**src/rtl/xxx_seq_ctrl_pkg.sv**
```systemverilog
// ---------------------------------------------------------------------------
// xxx_seq_pkg
// Shared definitions for the FFT front-end sequencing controller:
//   - seq_state_t : controller phase encoding (IDLE/WARMUP/ACTIVE/COOLDOWN)
//   - DEF_*       : default parameter values
//   - phase_cnt_w : width of the warm-up/cool-down phase counter
//   - frame_cnt_w : width of the modulo-FRAME_LEN frame counter
// ---------------------------------------------------------------------------
package xxx_seq_pkg;

  typedef enum logic [1:0] {
    IDLE     = 2'd0,
    WARMUP   = 2'd1,
    ACTIVE   = 2'd2,
    COOLDOWN = 2'd3
  } seq_state_t;

  localparam int DEF_NUM_CH     = 4;
  localparam int DEF_WARMUP_CYC = 2;
  localparam int DEF_COOL_CYC   = 2;
  localparam int DEF_FRAME_LEN  = 64;

  // One counter serves both timed phases, so it must hold the larger load.
  function automatic int phase_cnt_w(input int warm, input int cool);
    int m;
    m = (warm > cool) ? warm : cool;
    return $clog2(m) + 1;
  endfunction

  function automatic int frame_cnt_w(input int len);
    return (len > 1) ? $clog2(len) : 1;
  endfunction

endpackage

```
**src/rtl/xxx_seq_ctrl_frame_cnt.sv**
```systemverilog
// ---------------------------------------------------------------------------
// xxx_frame_cnt
// Modulo-FRAME_LEN counter that tracks the position inside a frame while the
// controller is ACTIVE and flags the final valid cycle of each frame.
// Ports:
//   clk_cg_i : domain clock
//   rst_i    : asynchronous active-high reset
//   clr      : synchronous clear (wins over en)
//   en       : count enable, high on every valid cycle
//   last     : high while en and the counter sits on FRAME_LEN-1
// ---------------------------------------------------------------------------
module xxx_frame_cnt
  import xxx_seq_pkg::*;
#(
  parameter int FRAME_LEN = DEF_FRAME_LEN
) (
  input  logic clk_cg_i,
  input  logic rst_i,
  input  logic clr,
  input  logic en,
  output logic last
);

  localparam int FW = frame_cnt_w(FRAME_LEN);
  localparam logic [FW-1:0] LAST_VAL = FW'(FRAME_LEN - 1);

  logic [FW-1:0] fcnt;

  always_ff @(posedge clk_cg_i or posedge rst_i) begin
    if (rst_i) begin
      fcnt <= '0;
    end else if (clr) begin
      fcnt <= '0;
    end else if (en) begin
      fcnt <= (fcnt == LAST_VAL) ? '0 : fcnt + FW'(1);
    end
  end

  assign last = en & (fcnt == LAST_VAL);

endmodule

```
**src/rtl/xxx_seq_ctrl.sv**
```systemverilog
// ---------------------------------------------------------------------------
// xxx_seq_ctrl
// Front-end sequencing controller for the FFT datapath. Opens the downstream
// clock gate, waits WARMUP_CYC cycles, then asserts per-channel data valid on
// the mask captured at activation, pulses frame_last_o every FRAME_LEN valid
// cycles, and keeps the clock running for COOL_CYC cycles after enable drops.
// Ports:
//   clk_cg_i       : free-running clock, upstream of the ICG
//   rst_i          : asynchronous active-high reset
//   dft_tm_i       : test mode, forces enb_cg_o high
//   xxx_en_i       : level enable request
//   ch_mask_i      : channel select, captured on activation
//   enb_cg_o       : clock-gate enable for downstream ICG cells
//   xxx_dt_valid_o : per-channel data valid
//   frame_last_o   : pulse on the last valid cycle of each frame
//   busy_o         : controller not idle
// ---------------------------------------------------------------------------
module xxx_seq_ctrl
  import xxx_seq_pkg::*;
#(
  parameter int NUM_CH     = DEF_NUM_CH,
  parameter int WARMUP_CYC = DEF_WARMUP_CYC,
  parameter int COOL_CYC   = DEF_COOL_CYC,
  parameter int FRAME_LEN  = DEF_FRAME_LEN
) (
  input  logic              clk_cg_i,
  input  logic              rst_i,
  input  logic              dft_tm_i,
  input  logic              xxx_en_i,
  input  logic [NUM_CH-1:0] ch_mask_i,
  output logic              enb_cg_o,
  output logic [NUM_CH-1:0] xxx_dt_valid_o,
  output logic              frame_last_o,
  output logic              busy_o
);

  localparam int CNT_W = phase_cnt_w(WARMUP_CYC, COOL_CYC);
  localparam logic [CNT_W-1:0] WARM_LOAD = CNT_W'(WARMUP_CYC - 1);
  localparam logic [CNT_W-1:0] COOL_LOAD = CNT_W'(COOL_CYC - 1);

  seq_state_t        state_q, state_d;
  logic [CNT_W-1:0]  cnt_q, cnt_d;
  logic [NUM_CH-1:0] mask_q, mask_d;

  logic is_active;
  logic frame_clr;
  logic frame_last;
  logic start_req;

  // A request with an empty mask would produce a warm-up with nothing to
  // enable, so it is treated as no request at all.
  assign start_req = xxx_en_i & (|ch_mask_i);

  always_ff @(posedge clk_cg_i or posedge rst_i) begin
    if (rst_i) begin
      state_q <= IDLE;
      cnt_q   <= '0;
      mask_q  <= '0;
    end else begin
      state_q <= state_d;
      cnt_q   <= cnt_d;
      mask_q  <= mask_d;
    end
  end

  always_comb begin
    state_d = state_q;
    cnt_d   = cnt_q;
    mask_d  = mask_q;
    case (state_q)
      IDLE: begin
        if (start_req) begin
          state_d = WARMUP;
          cnt_d   = WARM_LOAD;
          mask_d  = ch_mask_i;
        end
      end
      WARMUP: begin
        // Aborting warm-up skips cool-down: no valid data ever left.
        if (!xxx_en_i) begin
          state_d = IDLE;
          cnt_d   = '0;
        end else if (cnt_q == '0) begin
          state_d = ACTIVE;
        end else begin
          cnt_d = cnt_q - CNT_W'(1);
        end
      end
      ACTIVE: begin
        if (!xxx_en_i) begin
          state_d = COOLDOWN;
          cnt_d   = COOL_LOAD;
        end
      end
      COOLDOWN: begin
        // A fresh request restarts warm-up rather than finishing the flush.
        if (start_req) begin
          state_d = WARMUP;
          cnt_d   = WARM_LOAD;
          mask_d  = ch_mask_i;
        end else if (cnt_q == '0) begin
          state_d = IDLE;
        end else begin
          cnt_d = cnt_q - CNT_W'(1);
        end
      end
      default: begin
        state_d = IDLE;
        cnt_d   = '0;
        mask_d  = '0;
      end
    endcase
  end

  assign is_active = (state_q == ACTIVE);

  // Hold the frame position at zero outside ACTIVE and on the exit edge, so a
  // re-activation always starts a fresh frame.
  assign frame_clr = !is_active || (state_d != ACTIVE);

  xxx_frame_cnt #(
    .FRAME_LEN (FRAME_LEN)
  ) u_frame_cnt (
    .clk_cg_i (clk_cg_i),
    .rst_i    (rst_i),
    .clr      (frame_clr),
    .en       (is_active),
    .last     (frame_last)
  );

  assign busy_o         = (state_q == WARMUP) || (state_q == ACTIVE) || (state_q == COOLDOWN);
  assign xxx_dt_valid_o = is_active ? mask_q : '0;
  assign frame_last_o   = frame_last;

  // Combinational so the downstream clock starts in the same cycle as the
  // request; reset masks everything but test mode.
  assign enb_cg_o = dft_tm_i | (~rst_i & (xxx_en_i | busy_o));

endmodule

```
**config.mk**
```make
export PLATFORM = sky130hd
export DESIGN_NAME = xxx_seq_ctrl
export DESIGN_NICKNAME = d
export VERILOG_FILES = /design/src/rtl/xxx_seq_ctrl_pkg.sv /design/src/rtl/xxx_seq_ctrl_frame_cnt.sv /design/src/rtl/xxx_seq_ctrl.sv
export SDC_FILE = /design/constraint.sdc
export NUM_CORES = 1
export LEC_CHECK = 0
export ABC_AREA = 1
export CORE_MARGIN = 4
export CORE_UTILIZATION = 46
export DETAILED_ROUTE_END_ITERATION = 8
export PLACE_DENSITY = 0.84
export SLEW_MARGIN = 0
export SYNTH_ARGS = -nofsm -noshare
export SYNTH_HDL_FRONTEND = slang
export SYNTH_HIERARCHICAL = 1
export SYNTH_SLANG_ARGS = --single-unit
```
**constraint.sdc**
```tcl
create_clock -name clk_cg_i -period 1.8 [get_ports clk_cg_i]
set_input_delay 0.36 -clock clk_cg_i [delete_from_list [all_inputs] [get_ports clk_cg_i]]
set_output_delay 0.36 -clock clk_cg_i [all_outputs]
set_load 0.1 [all_outputs]
```
Yosys cells after proc, flatten, opt, wreduce, memory -nomap -nowiden
Index checks and enable logic that the tools add are counted.

word-level totals
  register bits = 14
  input bits = 8
  output and inout bits = 7
  logic and storage cells = 47

cells by class
  add/sub/neg operators = 2
  equality and inequality tests = 7
  mux-type cells = 17
  bitwise gates (word level) = 6
  reduce and logical (&&, ||, !) cells = 11

operators by type and width
  kind                   number
  $mux W2                11
  $mux W6                3
  $pmux W2 S4            2
  $add A6 B1 Y6 const B  1
  $eq A6 B6 Y1 const B   1
  $ne A2 B2 Y1 const B   3
  $eq A2 B2 Y1 const B   2
  $logic_not A2 Y1       2
  $mux W4                1
  $reduce_and A2 Y1      2
  $reduce_or A4 Y1       1
  $and A1 B1 Y1          3
  $logic_or A1 B1 Y1     3
  $eq A2 B1 Y1 const B   1
  $or A1 B1 Y1           2
  $reduce_bool A2 Y1     1
  $reduce_or A2 Y1       1
  $sub A2 B1 Y2 const B  1
  $logic_not A1 Y1       1
  $not A1 Y1             1

Logic depth before layout (Yosys ltp)
  depth after elaboration = 7
  gate-level depth with buffers = 16

Cells and area by module
The synthesis kept the hierarchy.

modules (own cells, without submodules)
  module         instances  cells each  area an instance (µm²)
  xxx_seq_ctrl   1          91          585.6
  xxx_frame_cnt  1          45          334.1

Worst setup path after synthesis
OpenSTA, ideal clock, no wires.

  path type = register to output
  from = reg state_q[0]
  to = out enb_cg_o
  arrival time = 2794 ps
  data required time = 1440 ps
  slack = -1354 ps
  cell stages (with the launch flop) = 6
  buffers on the path = 0
  cells stage by stage = dfrtp_1 -> inv_1 -> ha_1 -> inv_1 -> nor2_1 -> o21bai_1

between the ends
  longest elaborated chain between the ends = 6
  elaborated cells between the ends (all ways) = 8
  classes of those cells = 3 x eq/ne; 3 x bitwise; 2 x reduce/logical

RTL lines
  item                                          line                 text
  from (decl)                                   xxx_seq_ctrl.sv:41   seq_state_t state_q, state_d;
  from (signal assigned)                        xxx_seq_ctrl.sv:60   state_q <= state_d;
  $eq A2 B1 Y1 or $eq A2 B2 Y1 (tied branches)  xxx_seq_ctrl.sv:131  assign busy_o = (state_q == WARMUP) || (state_q == ACTIVE) || (state_q == COOLDOWN);
  $logic_or A1 B1 Y1                            xxx_seq_ctrl.sv:131
  $logic_or A1 B1 Y1 (*)                        xxx_seq_ctrl.sv:131
  net busy_o                                    xxx_seq_ctrl.sv:34   output logic busy_o
  $or A1 B1 Y1 (*)                              xxx_seq_ctrl.sv:137  assign enb_cg_o = dft_tm_i | (~rst_i & (xxx_en_i | busy_o));
  $and A1 B1 Y1 (*)                             xxx_seq_ctrl.sv:137
  $or A1 B1 Y1 (*)                              xxx_seq_ctrl.sv:137
  to (decl)                                     xxx_seq_ctrl.sv:31   output logic enb_cg_o,

Mark *: on every way through the listed nets, which the timed path passes. The rest lies on a longest branch.

Worst setup path in the final report
  from = reg state_q[1]
  to = reg u_frame_cnt.fcnt[3]

between the ends
  longest elaborated chain between the ends = 6
  elaborated cells between the ends (all ways) = 16
  classes of those cells = 4 x eq/ne; 8 x mux; 4 x reduce/logical

RTL lines
  item                                           line                                     text
  $mux W2, on equally long branches              xxx_seq_ctrl.sv:101, xxx_seq_ctrl.sv:83
  $mux W2, on equally long branches              xxx_seq_ctrl.sv:97, xxx_seq_ctrl.sv:80
  $pmux W2 S4                                    xxx_seq_ctrl.sv:70                       case (state_q)
  $ne A2 B2 Y1                                   xxx_seq_ctrl.sv:119                      assign frame_clr = !is_active || (state_d != ACTIVE);
  $logic_or A1 B1 Y1 (*)                         xxx_seq_ctrl.sv:119
  net frame_clr                                  xxx_seq_ctrl.sv:46                       logic frame_clr;
  $mux W6 or $reduce_bool A2 Y1 (tied branches)  --
  to (signal assigned)                           xxx_seq_ctrl_frame_cnt.sv:35             fcnt <= (fcnt == LAST_VAL) ? '0 : fcnt + FW'(1);
  to (decl)                                      xxx_seq_ctrl_frame_cnt.sv:27             logic [FW-1:0] fcnt;

Marked as above.
A chain may end at the register's enable or synchronous reset.

==> results.rst <==
.. list-table::
   :header-rows: 1

   * - Metric
     - Value
   * - Highest cell delay on the worst timing path
     - between 400 and 500 ps
   * - Combinational share of power
     - 67.8%
   * - Slew at the pin closest to its max-slew limit
     - 352 ps
   * - Routed WL per cell
     - 20.6 um
   * - Worst-path maximum fanout
     - 4
   * - Cell internal pwr
     - 1.17 mW
   * - Type of the tightest min-delay check
     - in2async
   * - Aggregate negative setup slack
     - -1160 ps
   * - Core outline area
     - 1800 sq um
   * - First-pass iteration count of the detailed router
     - 4
   * - I/O pins
     - 15
   * - Total of buffers placed on input and output ports
     - 14
   * - Data arrival time at the worst-slack endpoint
     - about 2200 ps
   * - Wire length after detailed routing
     - 4160 um
   * - Number of rows created at floorplan
     - 15
   * - Top Family by Delay on Critical Path
     - simple AND/OR/NAND/NOR gates
   * - Critical path, cell by cell
     - inv_4, ha_4, nand2_4, inv_2, nand2_1, nand2_1, nand2_2, a21oi_2, nand2_2, inv_2, nand2_4, nand3_2, nand3_2, nor2_1
   * - Register area share after synthesis
     - 38.1%
   * - Horizontal extent of the die
     - 52.7 um
   * - VDD IR max
     - 1200 uV
   * - Max Clock Freq
     - 508 MHz
   * - Final period utilization
     - 109%
   * - Height of the chip
     - 52.7 um
   * - Total number of nets in the final design
     - 192
   * - Vias in the first global route
     - around 1.1k
   * - Iteration-0 DRC count of the detailed router
     - 109
   * - Remaining antenna violation count
     - 0
   * - Number of antenna violations at the first check in global routing
     - 0
   * - Number of nets produced by synthesis
     - 150
   * - Leakage component of the power
     - 0.774 nW
   * - Maxcap violations
     - 0
   * - Unrepaired setup endpoints after global routing
     - true
   * - Violated checks
     - setup timing
   * - Placed wire-length estimate after detailed placement
     - roughly 1700 um
   * - Post-Synthesis Mean Instance Area
     - 6.76 sq um
   * - Status
     - complete, but fails checks
   * - Post-layout minimum cycle time
     - 1970 ps
   * - Non-Filler Instances
     - 202
   * - Reg power frac
     - 21.8%
   * - Worst Skew
     - 9.00 ps
   * - Number of distinct standard cells referenced by the synthesized netlist
     - 18
   * - Clock sink total
     - 14
   * - Die Footprint
     - ~2800 sq um
   * - Total standard cell area after synthesis
     - 920 sq um
   * - Met2 routing resource usage after global routing
     - a little over two fifths
   * - Area delta synth->final
     - 76.3%
   * - Weighted congestion at the end of routability-driven global placement
     - just under 0.9
   * - Power Density
     - 1380 nW/um^2
   * - Number of CTS-inserted buffers
     - 3
   * - Critical Path End Type
     - register
   * - CP bufs+invs
     - 3
   * - Root Buffer Master
     - clkbuf_4
   * - Reg-to-Reg End
     - u_frame_cnt/fcnt[3]
   * - R2R cell count
     - 14
   * - Synth warn
     - 6
   * - Register area
     - 352 sq um
   * - Max-slew violations
     - 0
   * - R2r startpoint
     - state_q[1]
   * - Clock-pin transition on the worst setup and hold timing paths
     - about 90 ps
   * - Clock group share of total power
     - a little over a tenth
   * - Most crowded layer after global routing
     - met2
   * - Internal reg-to-reg setup slack
     - -170 ps
   * - Final critical-path setup slack
     - -167 ps
   * - Final setup violation count
     - 11
   * - Total via count in the routed design
     - 1179
   * - GRT Total Usage
     - around 25%
   * - Data required time of the critical path
     - 2000 ps
   * - WHS
     - 450 ps
   * - CTS tree
     - yes
   * - Total congestion overflow after global routing
     - 0
   * - Sw Ratio
     - 47.8%
   * - Critical Path Start Type
     - register
   * - Initial Utilization
     - between 50 and 60%
   * - Final Hold Viols
     - 0
   * - Worst path slowest cell
     - dfrtp_2
   * - Placed Instance Area
     - 1290 sq um
   * - Met1 track demand over resource in global routing
     - 30.4%
   * - Area taken by multi-input logic gates
     - 661 sq um
   * - Grt met3 use
     - under 10%
   * - Core utilization of the finished layout
     - around 90%
   * - Largest net degree at the start of global routing
     - 9
   * - Buffers from clock root to sink, at most
     - 2
   * - Fill cell instance count of the final layout
     - 73
   * - Switching power of the nets
     - 1.07 mW
   * - Number of hold buffers added after cts
     - 0
   * - # placed instances
     - 185
   * - Post-DR vias/cell
     - 5.84
   * - Worst-Skew Late Latency
     - ~290 ps
   * - Global-route wire length before repair
     - 5110 um
   * - Final design area excluding fillers
     - 1620 sq um
   * - Share of layout cells above drive strength 1
     - slightly below 50%
   * - H-tree lvl count
     - 1
   * - Post-synthesis sequential element count
     - 14
   * - Remaining DRCs
     - 0
   * - Max_slew headroom
     - 76.3%
   * - WS Path Type
     - reg2reg
   * - Gate count of the mapped netlist
     - 136
   * - Diodes inserted
     - 0
metal layers:
layer / vias to the layer above / wire length (um)
met5: - / 0
met4: 0 / 133
met3: 20 / 468
met2: 100 / 1960
met1: 556 / 1590
li1: 503 / -
cells in the mapped netlist:
master / n / area share, %
nand2_1: 45 / 18
dfrtp_1: 14 / 38
inv_1: 22 / 9.0
nor2_1: 16 / 6.5
nand3_2: 1 / 1.1
or2_2: 1 / 0.68
a31oi_1: 1 / 0.68
inv_2: 2 / 0.82
o21ai_1: 2 / 1.1
o21bai_1: 2 / 1.6
nor2_2: 1 / 0.68
clkinv_2: 1 / 0.54
nand3_1: 6 / 3.3
ha_1: 6 / 8.2
a21oi_1: 4 / 2.2
nor3_1: 2 / 1.1
o21ai_0: 9 / 4.9
buf_6: 1 / 1.2
cell families after synthesis:
family,after synthesis,share of synthesized area (%)
and+or+nand+nor,72,31.7
buffers and inverters,26,11.6
AOI/OAI and AO/OA,18,10.5
DFF,14,38.1
adders and majority gates,6,8.16
timing repair:
| action | in CTS | in global routing |
|---|---|---|
| pin swaps | 9 | 15 |
| gates resized for setup | 19 | 38 |
| endpoints found under the setup margin | 8 | 13 |
| buffers inserted | 5 | 8 |
cells in the final DEF (no fill, tap or decap), drive strengths merged:
| master | n |
|---|---|
| or2 | 1 |
| buf | 31 |
| clkdlybuf4s50 | 6 |
| clkinvlp | 6 |
| nor2 | 17 |
| dfrtp | 14 |
| clkinv | 1 |
| inv | 18 |
| dlymetal6s2s | 1 |
| o21bai | 2 |
| ha | 6 |
| a21oi | 4 |
| nor3 | 2 |
| o21ai | 11 |
| nand2 | 45 |
| a31oi | 1 |
| clkbuf | 4 |
| nand3 | 7 |
final cells by class:
cell class | instances | area share, %
repair buffers | 38 | 25.8
clock buffers | 4 | 2.24
flip-flops and latches | 14 | 21.7
well taps | 25 | 1.93
multi-input cells | 96 | 40.7
inverters | 25 | 7.56
power by group through the flow:
stage | logic, mW | clock network, mW | registers [mW]
6_report | 1.52 | 0.233 | 0.489
2_1_floorplan | 0.647 | 0 | 0.442
4_1_cts | 1.07 | 0.237 | 0.474
5_1_grt | 1.57 | 0.246 | 0.492
3_3_place_gp | 0.939 | 0 | 0.452
3_5_place_dp | 0.953 | 0 | 0.457
how the worst max path moves through the flow:
stage,cells past startpoint,endpoint,start
5_1_grt,14,u_frame_cnt/fcnt[3],state_q[1]
6_report,14,u_frame_cnt/fcnt[3],state_q[1]
4_1_cts,7,enb_cg_o,state_q[0]
2_1_floorplan,5,enb_cg_o,state_q[0]
3_5_place_dp,16,u_frame_cnt/fcnt[5],ch_mask_i[3]
3_3_place_gp,15,u_frame_cnt/fcnt[5],xxx_en_i
registers in the layout, indices dropped and copies added, names as in the netlist:
| register | count |
|---|---|
| mask_q | 4 |
| state_q | 2 |
| u_frame_cnt/fcnt | 6 |
| cnt_q | 2 |
per-stage QoR:
stage	total power, mW	setup slack, ps
finish	2.24	-167
global route	2.31	-236
CTS	1.78	-42.2
detailed placement	1.41	-272
global placement	1.39	-192
floorplan	1.09	-154
No activity file was read; power rests on OpenSTA's default activity.
